`src/rtl/alu_input_sequencer.sv`:
```
// Four-step operand/opcode entry sequencer for a small switch-driven ALU.
// Debounced-by-sync buttons step A -> B -> op -> result; a mode button toggles hex/decimal display.
module alu_input_sequencer #(
  parameter int WIDTH      = 16,
  parameter int OUT_LENGTH = 32
) (
  input  logic                  CLK,
  input  logic                  RESET,
  input  logic [WIDTH-1:0]      SW,
  input  logic                  BTN_ENTER,
  input  logic                  BTN_MODE,
  output logic [OUT_LENGTH-1:0] BIN_OUT,
  output logic                  DEC_TRIGGER,
  output logic [1:0]            STATE,
  output logic [3:0]            FLAGS
);

  typedef enum logic [1:0] {
    S_A   = 2'b00,
    S_B   = 2'b01,
    S_OP  = 2'b10,
    S_RES = 2'b11
  } state_t;

  state_t state;

  logic enter_sync_p0, enter_sync_p1, enter_sync_p2;
  logic mode_sync_p0, mode_sync_p1, mode_sync_p2;
  logic fill_p0, fill_p1;
  logic enter_armed, mode_armed;
  logic enter_p, mode_p;

  logic [WIDTH-1:0] a_reg;
  logic [WIDTH-1:0] b_reg;
  logic [1:0]       op_reg;
  logic [WIDTH:0]   result_reg;
  logic [3:0]       flags_reg;
  logic             dec_mode;

  // Raw WIDTH+1-bit result; subtraction keeps bit WIDTH clear and is sign-extended at the output.
  function automatic logic [WIDTH:0] alu_result(input logic [WIDTH-1:0] a,
                                                input logic [WIDTH-1:0] b,
                                                input logic [1:0]       op);
    logic [WIDTH:0]   res;
    logic signed [WIDTH-1:0] diff;
    diff = signed'(a - b);
    case (op)
      2'b00:   res = {1'b0, a} + {1'b0, b};
      2'b01:   res = {1'b0, diff};
      2'b10:   res = {1'b0, a & b};
      default: res = {1'b0, a | b};
    endcase
    return res;
  endfunction

  function automatic logic [3:0] alu_flags(input logic [WIDTH-1:0] a,
                                           input logic [WIDTH-1:0] b,
                                           input logic [1:0]       op);
    logic [WIDTH:0]          sum;
    logic [WIDTH-1:0]        r;
    logic signed [WIDTH-1:0] sa;
    logic signed [WIDTH-1:0] sb;
    logic                    c;
    logic                    v;
    sa  = signed'(a);
    sb  = signed'(b);
    sum = {1'b0, a} + {1'b0, b};
    r   = '0;
    c   = 1'b0;
    v   = 1'b0;
    case (op)
      2'b00: begin
        r = sum[WIDTH-1:0];
        c = sum[WIDTH];
        v = (sa[WIDTH-1] == sb[WIDTH-1]) && (r[WIDTH-1] != sa[WIDTH-1]);
      end
      2'b01: begin
        r = a - b;
        c = (a < b);
        v = (sa[WIDTH-1] != sb[WIDTH-1]) && (r[WIDTH-1] != sa[WIDTH-1]);
      end
      2'b10:   r = a & b;
      default: r = a | b;
    endcase
    return {r[WIDTH-1], (r == '0), c, v};
  endfunction

  // Stage p0/p1: two-flop synchronizers; p2: edge-detect history.
  // fill_p* marks the synchronizer as holding real samples so a button held
  // through reset is never mistaken for a fresh press.
  always_ff @(posedge CLK or posedge RESET) begin
    if (RESET) begin
      enter_sync_p0 <= 1'b0;
      enter_sync_p1 <= 1'b0;
      enter_sync_p2 <= 1'b0;
      mode_sync_p0  <= 1'b0;
      mode_sync_p1  <= 1'b0;
      mode_sync_p2  <= 1'b0;
      fill_p0       <= 1'b0;
      fill_p1       <= 1'b0;
      enter_armed   <= 1'b0;
      mode_armed    <= 1'b0;
    end else begin
      enter_sync_p0 <= BTN_ENTER;
      enter_sync_p1 <= enter_sync_p0;
      enter_sync_p2 <= enter_sync_p1;
      mode_sync_p0  <= BTN_MODE;
      mode_sync_p1  <= mode_sync_p0;
      mode_sync_p2  <= mode_sync_p1;
      fill_p0       <= 1'b1;
      fill_p1       <= fill_p0;
      if (fill_p1 && !enter_sync_p1) enter_armed <= 1'b1;
      if (fill_p1 && !mode_sync_p1)  mode_armed  <= 1'b1;
    end
  end

  assign enter_p = enter_sync_p1 & ~enter_sync_p2 & enter_armed;
  assign mode_p  = mode_sync_p1  & ~mode_sync_p2  & mode_armed;

  // Sequencer state, operands and registered ALU result.
  always_ff @(posedge CLK or posedge RESET) begin
    if (RESET) begin
      state      <= S_A;
      a_reg      <= '0;
      b_reg      <= '0;
      op_reg     <= 2'b00;
      result_reg <= '0;
      flags_reg  <= 4'b0000;
      dec_mode   <= 1'b0;
    end else begin
      if (mode_p) dec_mode <= ~dec_mode;
      if (enter_p) begin
        case (state)
          S_A: begin
            a_reg <= SW;
            state <= S_B;
          end
          S_B: begin
            b_reg <= SW;
            state <= S_OP;
          end
          S_OP: begin
            op_reg     <= SW[1:0];
            result_reg <= alu_result(a_reg, b_reg, SW[1:0]);
            flags_reg  <= alu_flags(a_reg, b_reg, SW[1:0]);
            state      <= S_RES;
          end
          default: state <= S_A;
        endcase
      end
    end
  end

  always_comb begin
    BIN_OUT = '0;
    case (state)
      S_A, S_B: BIN_OUT = OUT_LENGTH'(SW);
      S_OP:     BIN_OUT = OUT_LENGTH'(SW[1:0]);
      default: begin
        if (op_reg == 2'b01)
          BIN_OUT = {{(OUT_LENGTH-WIDTH){result_reg[WIDTH-1]}}, result_reg[WIDTH-1:0]};
        else
          BIN_OUT = OUT_LENGTH'(result_reg);
      end
    endcase
  end

  assign STATE       = state;
  assign FLAGS       = (state == S_RES) ? flags_reg : 4'b0000;
  // Negative results go to the display in hex regardless of mode.
  assign DEC_TRIGGER = dec_mode & ~((state == S_RES) & flags_reg[3]);

endmodule
```
`config.mk`:
```
export PLATFORM = sky130hd
export DESIGN_NAME = alu_input_sequencer
export DESIGN_NICKNAME = d
export VERILOG_FILES = /design/src/rtl/alu_input_sequencer.sv
export SDC_FILE = /design/constraint.sdc
export NUM_CORES = 1
export LEC_CHECK = 0
export CORE_MARGIN = 4
export CORE_UTILIZATION = 30
export CTS_CLUSTER_SIZE = 14
export DETAILED_ROUTE_END_ITERATION = 12
export DONT_BUFFER_PORTS = 1
export MAX_ROUTING_LAYER = met4
export PLACE_DENSITY_LB_ADDON = 0.08
export SYNTH_ARGS = -nofsm -noshare
export SYNTH_HDL_FRONTEND = slang
export SYNTH_SLANG_ARGS = --single-unit
```
`constraint.sdc`:
```
create_clock -name CLK -period 5.7 [get_ports CLK]
set_clock_uncertainty 0.15 [all_clocks]
set_input_delay 0.855 -clock CLK [delete_from_list [all_inputs] [get_ports CLK]]
set_output_delay 0.855 -clock CLK [all_outputs]
set_load 0.05 [all_outputs]
```
# Word-level counts from Yosys, hierarchy flattened
# Index checks and enable logic that the tools add are counted.
# totals
register_bits	68
in_bits	20
wordCells	65
output_inout_bits	39
# classes
reduce_logical	13
n_eq_ne	10
n_mux	10
n_bitwise	12
n_addsub	2
n_lt_le_gt_ge	1
# ops
operator	count
32-bit one-hot mux with 2 select lines	1
17-bit one-hot mux with 3 select lines	1
16-bit one-hot mux with 3 select lines	1
16-bit 2-to-1 mux	2
32-bit 2-to-1 mux	1
16-bit by 16-bit adder with 17-bit output	1
16-bit AND	1
16-bit zero test	1
16-bit < comparator	1
16-bit bitwise OR	1
16-bit subtractor	1
1-bit AND	6
2-bit by 1-bit == test with 1-bit output, second input constant	3
2-bit == test, second input constant	3
2-bit one-hot mux with 3 select lines	1
2-bit AND reduction	3
1-bit logical AND	4
2-bit zero test	2
4-bit 2-to-1 mux	1
1-bit inverter	4
1-bit one-hot mux with 2 select lines	2
1-bit inequality test	3
1-bit zero test	2
2-bit OR reduction	1
1-bit == test	1

# Longest topological paths before layout
# Gate-level depths: netlist (run 1).
# logic_depth
word_depth	5
ltp_mapped	13
ltp_nobuf	13

# Worst setup path after synthesis (run 1)
# Ideal clock, no wire load.
# synth_timing
path_type	input to output
startpoint	input SW[0]
endpoint	output BIN_OUT[0]
n_path_buf	4
cell_stages	6
t_required_ns	4.695
path_slack_ns	1.637
arrival_time_ns	3.058
path_cell_list	clkbuf_1 -> clkbuf_1 -> clkbuf_1 -> clkbuf_1 -> nand2_1 -> o21ai_0
# synth_via
elab_chain_cells	1
# synth_rtl
element	line_no	text
start, declared	9	input logic [WIDTH-1:0] SW,
32-bit one-hot mux with 2 select lines	156	case (state)
end, declared	12	output logic [OUT_LENGTH-1:0] BIN_OUT,
# Every way passes these cells.

# Final worst setup path (run 1)
# layout_timing
startpoint	register state[1] (netlist: STATE[1])
endpoint	output BIN_OUT[20]
# layout_via
elab_chain_cells	3
word_cells_on_any_way	5
classes_between	eq/ne: 2; mux: 1; reduce/logical: 2
# layout_rtl
element	line_no	text
start, declared	25	state_t state;
start signal, assigned	123	state <= S_A;
start signal, assigned	136	state <= S_B;
start signal, assigned	140	state <= S_OP;
2-bit by 1-bit == test with 1-bit output / 2-bit zero test (equally long branches)	156	
2-bit OR reduction	156	
32-bit one-hot mux with 2 select lines *	156	
# Mark *: on every way between the ends. The rest lies on a longest branch, timed or not.

==> impl_metrics.csv, run 1 <==
group,metric,value,unit
clock_network,clock_tree.buffer_depth,2,
worst_setup_path,timing.rr.start,"a_reg[0]",
min_path,hp-start,"fill_p0",
placement,placed_cell_area,5220,um2
synthesis,synth_top_area_cell,"sky130_fd_sc_hd__dfrtp_1",
clock_network,cts_post_setup_buffers_inserted,0,
global_routing,grt.overflow.total,0,
global_routing,grt_usage,16.0,%
final_layout,finish.utilization,33.4,%
synthesis,seq_area_frac_synth,33.0,%
route,drt_first_iter_violations,254,
route,post_drt_wl_per_cell,19.3,um
clock_network,clock-sinks,67,
clock_network,clkLatencyLatePin,0.34,ns
worst_setup_path,reg2reg_setup_slack,1.94,ns
final_layout,layout.cells.most_common_list,"sky130_fd_sc_hd__dfrtp_1 (67), sky130_fd_sc_hd__nand2_1 (55), sky130_fd_sc_hd__ha_1 (54)",
final_layout,num-nets-final,612,
timing,fmaxAchievable,0.245,GHz
placement,gp_congestion,0.836,
synthesis,ys_seq_elements,67,
clock_network,numCtsBuffers,9,
timing,max_slew.worst_pin.slew,1.09,ns
floorplan,die_h,138,um
synthesis,synth-async-reset-ratio,100,%
worst_setup_path,timing.critical_path.arrival,3.08,ns
synthesis,synthesis.area_per_instance,9.06,um2
synthesis,synth_top_area_share,33.0,%
timing,setup_viol,0,
synthesis,synth_cells,561,
synthesis,top_ff_cell_synth,"sky130_fd_sc_hd__dfrtp_1",
floorplan,placement_rows,47,
min_path,timing.hold.worst_path_depth,0,
floorplan,floorplan.die_area,19100,um2
final_layout,final_layout_size_suffix_gt1_share,11.8,%
synthesis,synth-adder-area-share,14.1,%
timing,timing.max_slew.rel_slack,27.0,%
route,remaining_drc_errors,0,
clock_network,tritoncts,"built",
synthesis,synth_area_leaders,"sky130_fd_sc_hd__dfrtp_1 (33%), sky130_fd_sc_hd__ha_1 (13%), sky130_fd_sc_hd__mux2_2 (7.5%)",
worst_setup_path,worst_r2r_path_depth,11,
route,via_count,3988,
final_layout,largest_register_ff_count,17,
floorplan,initial_utilization,30.6,%
global_routing,grt_pass1_vias,3925,
synthesis,yosys.area_share.xor_xnor,2.07,%
worst_setup_path,worstSetupEndpointType,"output pin",
clock_network,clk_pin_slew_worst_paths,0.06,ns
synthesis,synth-edff-count,0,
clock_network,post_cts_resize_count,0,
worst_setup_path,required,4.70,ns
timing,max_transition_viols_final,0,
timing,hold_violations,0,
synthesis,ys.warnings.count,0,
final_layout,antenna_cells,0,
worst_setup_path,crit-reg2reg-capture,"flags_reg[2]",
timing,grt_setup_unrepaired,"false",
worst_setup_path,setup.worst_path.class,"reg -> out",
final_layout,final_common_cell,"sky130_fd_sc_hd__dfrtp_1",
clock_network,cts.hold.buffers_added,0,
worst_setup_path,timing.critical_path.from_type,"flop",
global_routing,pin_count_of_the_biggest_net_entering_global_routing,68,
timing,final_period_minus_worst_setup_slack,4.08,ns
route,vias_per_cell,5.24,
synthesis,synth_top_family_by_area,"compound AO/OA/AOI/OAI gates",
clock_network,cts.htree.levels,3,
route,postRouteWirelength,14700,um
route,detailedRoute.firstPassIterationCount,5,
synthesis,synth_cell_types,62,
timing,setup-tns-final,0,ns
route,antenna_violating_nets_post_route,0,
synthesis,synth_nets,637,
synthesis,mux_cell_area_share_after_synthesis,8.96,%
placement,dp.final_hpwl,10300,um
final_layout,areaGrowthSynthToFinish,8.91,%
clock_network,cts_root_cell,"sky130_fd_sc_hd__clkbuf_16",
global_routing,antenna_violations_before_repair,0,
run_status,outcome,"finished, final reports clean",
timing,layout_worst_path_cycle_share,71.6,%
worst_setup_path,crit_path_max_fanout,20,
min_path,min_to,"fill_p1",
synthesis,synth-compound-area-share,20.7,%
global_routing,grt_pass1_wl,23600,um
floorplan,io_pins,59,
floorplan,floorplan.die.width,138,um
floorplan,core_area,16600,um2
final_layout,post-route-cell-area,5530,um2
synthesis,mappedNetlistArea,5080,um2
synthesis,synth-simple-area-share,12.7,%
min_path,holdCritPathClass,"reg -> reg",
placement,io_buffers,0,
flow_run,max_cap_check_violation_count,0,
==> synthesized netlist by cell type (4+ instances only) <==
cell                        instances
sky130_fd_sc_hd__a2111oi_0          4
sky130_fd_sc_hd__a211oi_1           4
sky130_fd_sc_hd__a21o_1            11
sky130_fd_sc_hd__a21oi_1           27
sky130_fd_sc_hd__a221oi_1           6
sky130_fd_sc_hd__a22o_1            15
sky130_fd_sc_hd__and2_1             6
sky130_fd_sc_hd__and3_1             5
sky130_fd_sc_hd__buf_2              6
sky130_fd_sc_hd__buf_4             14
sky130_fd_sc_hd__clkbuf_1          20
sky130_fd_sc_hd__dfrtp_1           67
sky130_fd_sc_hd__ha_1              54
sky130_fd_sc_hd__inv_1             52
sky130_fd_sc_hd__mux2_2            34
sky130_fd_sc_hd__mux2i_1            5
sky130_fd_sc_hd__nand2_1           55
sky130_fd_sc_hd__nand2b_1           4
sky130_fd_sc_hd__nand3_1            5
sky130_fd_sc_hd__nor2_1            36
sky130_fd_sc_hd__nor2b_1            7
sky130_fd_sc_hd__nor3_1             9
sky130_fd_sc_hd__o211ai_1          12
sky130_fd_sc_hd__o21ai_0           36
sky130_fd_sc_hd__o31ai_1            4
sky130_fd_sc_hd__xnor2_1            5
sky130_fd_sc_hd__xor2_1             7
==> worst max-delay path, cell delays in order (launching register included) <==
cell and delay [ns]:
sky130_fd_sc_hd__dfrtp_1 0.70, sky130_fd_sc_hd__ha_1 0.90, sky130_fd_sc_hd__nand2_1 0.25, sky130_fd_sc_hd__nor2_4 0.26, sky130_fd_sc_hd__buf_4 0.61
==> final cells by class <==
type                       instances  area, um2
sequential                        67       1680
inverter                          53        199
timing repair buffer               6       85.1
multi-input combinational        399       2990
clock inverter                     6       71.3
tap                              220        275
clock buffer                      10        239
fill                            1748      11000
==> worst max-delay path by stage <==
stage	end	from	slack [ns]
6_report	BIN_OUT[20]	STATE[1]	1.62
5_1_grt	BIN_OUT[20]	STATE[1]	1.44
4_1_cts	BIN_OUT[20]	STATE[1]	1.56
3_5_place_dp	BIN_OUT[20]	STATE[1]	1.94
3_3_place_gp	flags_reg[2]	b_reg[0]	1.98
2_1_floorplan	BIN_OUT[0]	SW[0]	1.64
==> layer usage <==
layer	part of all wire, %	global-route usage [%]	vias up
li1	-	-	1909
met2	48	25.6	90
met1	47	21.1	1975
met3	4.0	3.38	14
met4	1.1	3.48	0
met5	0	-	-
==> kinds of logic after synthesis <==
family	Yosys count
muxes	40
and+or+nand+nor	140
xor gates and xnor gates	12
buffers and inverters	95
adders and majority gates	56
DFF	67
AOI/OAI and AO/OA	150
other	1
==> through the flow <==
| stage | worst slack [ns] | std cells | hold WS (ns) |
|---|---|---|---|
| 6_report | 1.62 | 761 | 0.198 |
| 5_1_grt | 1.44 | 761 | 0.213 |
| 4_1_cts | 1.56 | 761 | 0.199 |
| 3_5_place_dp | 1.94 | 745 | 0.185 |
| 3_3_place_gp | 1.98 | 745 | 0.181 |
| 2_1_floorplan | 1.64 | 561 | 0.181 |
Power of run 1 is not shown: default switching activity piles up to over one toggle a cycle in this logic, so the estimate is an artifact.
==> inputs of run 2 (changes only) <==
==> constraint.sdc (replaced) <==
create_clock -name CLK -period 3.3 [get_ports CLK]
set_clock_uncertainty 0.15 [all_clocks]
set_input_delay 0.495 -clock CLK [delete_from_list [all_inputs] [get_ports CLK]]
set_output_delay 0.495 -clock CLK [all_outputs]
set_load 0.05 [all_outputs]
==> run 2 against run 1 <==
  * Register-to-register slack worse by 1.9 ns
  * Critical path depth grew 8
  * Non-clock buffer count grew 74
  * Utilization rose by 5.6 points
  * Setup slack got worse by 1.6 ns
  * Hold slack worse by 0.18 ns
  * Largest cell class unchanged
  * Clock-buffer cell count shrank 1
  * Cell count rose by 9.7%
  * Via count grew 6.7%
  * Sequential cell count stayed put
  * Highest routed layer unchanged
  * Sequential share of layout area down 4.3 points
  * Cell area increased by 17%
==> impl_metrics.csv, run 2 (same netlist as run 1, synthesis figures left out) <==
group,metric,value,unit
run_status,outcome,"finished, final reports clean",
timing,fin_hold_ws,0.0201,ns
placement,dp.final_hpwl,10900,um
flow_run,max_cap_check_violation_count,0,
clock_network,cts_root_cell,"sky130_fd_sc_hd__clkbuf_16",
route,postRouteWirelength,14900,um
timing,final_period_minus_worst_setup_slack,3.25,ns
route,vias_per_cell,5.10,
final_layout,antenna_cells,0,
final_layout,final_common_cell,"sky130_fd_sc_hd__dfrtp_1",
route,drt_first_iter_violations,249,
timing,timing.max_slew.rel_slack,46.5,%
worst_setup_path,timing.critical_path.from_type,"flop",
floorplan,placement_rows,47,
timing,fmaxAchievable,0.308,GHz
clock_network,clock-sinks,67,
worst_setup_path,worstSetupEndpointType,"flop",
floorplan,core_area,16600,um2
worst_setup_path,worst_setup_path_startpoint,"b_reg[6]",
timing,layout_worst_path_cycle_share,98.4,%
floorplan,die_h,138,um
worst_setup_path,critical_path.slowest_cell,"sky130_fd_sc_hd__dfrtp_1",
final_layout,num-nets-final,686,
route,post_drt_wl_per_cell,17.9,um
clock_network,clk_pin_slew_worst_paths,0.06,ns
timing,hold_violations,0,
final_layout,fillers,1670,
route,antenna_violating_nets_post_route,0,
timing,grt_setup_unrepaired,"true",
worst_setup_path,worst_r2r_path_depth,12,
worst_setup_path,timing.rr.start,"b_reg[6]",
floorplan,floorplan.die.width,138,um
worst_setup_path,capture_point_of_the_worst_path,"flags_reg[2]",
min_path,holdCritPathClass,"in -> async",
worst_setup_path,crit-reg2reg-capture,"flags_reg[2]",
clock_network,clkLatencyLatePin,0.35,ns
final_layout,post_layout_nonfiller_instances,835,
timing,max_transition_viols_final,0,
placement,placed_cells_incl_taps,814,
worst_setup_path,cpPeakStageDelay,0.37,ns
worst_setup_path,required,3.41,ns
worst_setup_path,timing.critical_path.arrival,3.36,ns
floorplan,floorplan.die_area,19100,um2
final_layout,layout.cells.most_common_list,"sky130_fd_sc_hd__dfrtp_1 (66), sky130_fd_sc_hd__buf_4 (58), sky130_fd_sc_hd__nand2_1 (55)",
worst_setup_path,setup.worst_path.class,"reg -> reg",
route,remaining_drc_errors,0,
clock_network,cts.htree.levels,3,
global_routing,grt_pass1_vias,4450,
worst_setup_path,worst_path_cell_chain,"inv_1, ha_1, buf_4, inv_1, o211ai_1, a221oi_2, o211ai_1, a211o_1, a32o_2, nor4_2, nand4_1, o31ai_2",
route,detailedRoute.firstPassIterationCount,5,
placement,gp_congestion,0.867,
clock_network,numCtsBuffers,9,
timing,timing.final.ws_setup,0.0538,ns
floorplan,initial_utilization,30.6,%
final_layout,final_layout_size_suffix_gt1_share,26.7,%
global_routing,pin_count_of_the_biggest_net_entering_global_routing,52,
global_routing,grt_usage,16.3,%
worst_setup_path,crit_path_max_fanout,5,
placement,dpl_worst_slack,-0.0853,ns
floorplan,io_pins,59,
final_layout,largest_register_ff_count,17,
route,via_count,4256,
global_routing,antenna_violations_before_repair,0,
global_routing,grt.overflow.total,0,
placement,io_buffers,0,
clock_network,clock_tree.buffer_depth,2,
global_routing,grt_pass1_wl,24400,um
worst_setup_path,reg2reg_setup_slack,0.05,ns
final_layout,areaGrowthSynthToFinish,27.2,%
timing,setup_viol,0,
timing,max_slew.worst_pin.slew,0.801,ns
clock_network,tritoncts,"built",
-- run 2: cell type report --
| class | instances | area [um2] | share of cell area, % |
|---|---|---|---|
| sequential | 67 | 1680 | 26.0 |
| clock buffer | 9 | 225 | 3.48 |
| timing repair buffer | 80 | 865 | 13.4 |
| multi-input combinational | 399 | 3140 | 48.5 |
| inverter | 53 | 199 | 3.08 |
| tap | 220 | 275 | 4.26 |
| clock inverter | 7 | 83.8 | 1.30 |
-- run 2: critical path: cells and delay by family (launching register included) --
kind	cells	cell delay [ns]
AO/OA/AOI/OAI	6	1.48
adder cells (fa/ha/maj)	1	0.33
buffers and inverters	3	0.39
flip-flops	1	0.37
AND/OR/NAND/NOR	2	0.43
-- run 2: worst min path at each step --
stage | slack, ns | start | cells after the start | end
after floorplan | 0.18 | enter_sync_p0 | 0 | enter_sync_p1
after global placement | 0.18 | mode_sync_p0 | 0 | mode_sync_p1
after detailed placement | 0.19 | fill_p0 | 0 | fill_p1
after CTS | 0.01 | BTN_ENTER | 0 | enter_sync_p0
after global routing | 0.006 | BTN_ENTER | 0 | enter_sync_p0
final | 0.02 | RESET | 1 | mode_armed
-- run 2: repair_timing --
action                     CTS  global route
gates resized for setup     10            28
setup buffers                4             1
hold buffers                 0             0
setup endpoints to repair    4             8
hold endpoints to repair     0             0
pin swaps                    7             6
-- run 2: metal layers --
metal | global-route usage, % | wire (um) | vias to the layer above
li1 | - | - | 2059
met1 | 20.1 | 6800 | 2106
met2 | 27.3 | 7270 | 71
met3 | 2.38 | 511 | 20
met4 | 6.14 | 351 | 0
met5 | - | 0 | -
-- run 2: per-stage QoR --
stage | TNS, ns | utilization (%) | instance area [um2]
after detailed placement | -0.141 | 35.9 | 5950
after global routing | -0.186 | 39.0 | 6460
final | 0 | 39.0 | 6460
after global placement | -0.208 | 35.9 | 5950
after floorplan | 0 | - | 5080
after CTS | 0 | 38.2 | 6340
Power of run 2 is left out for the same reason.
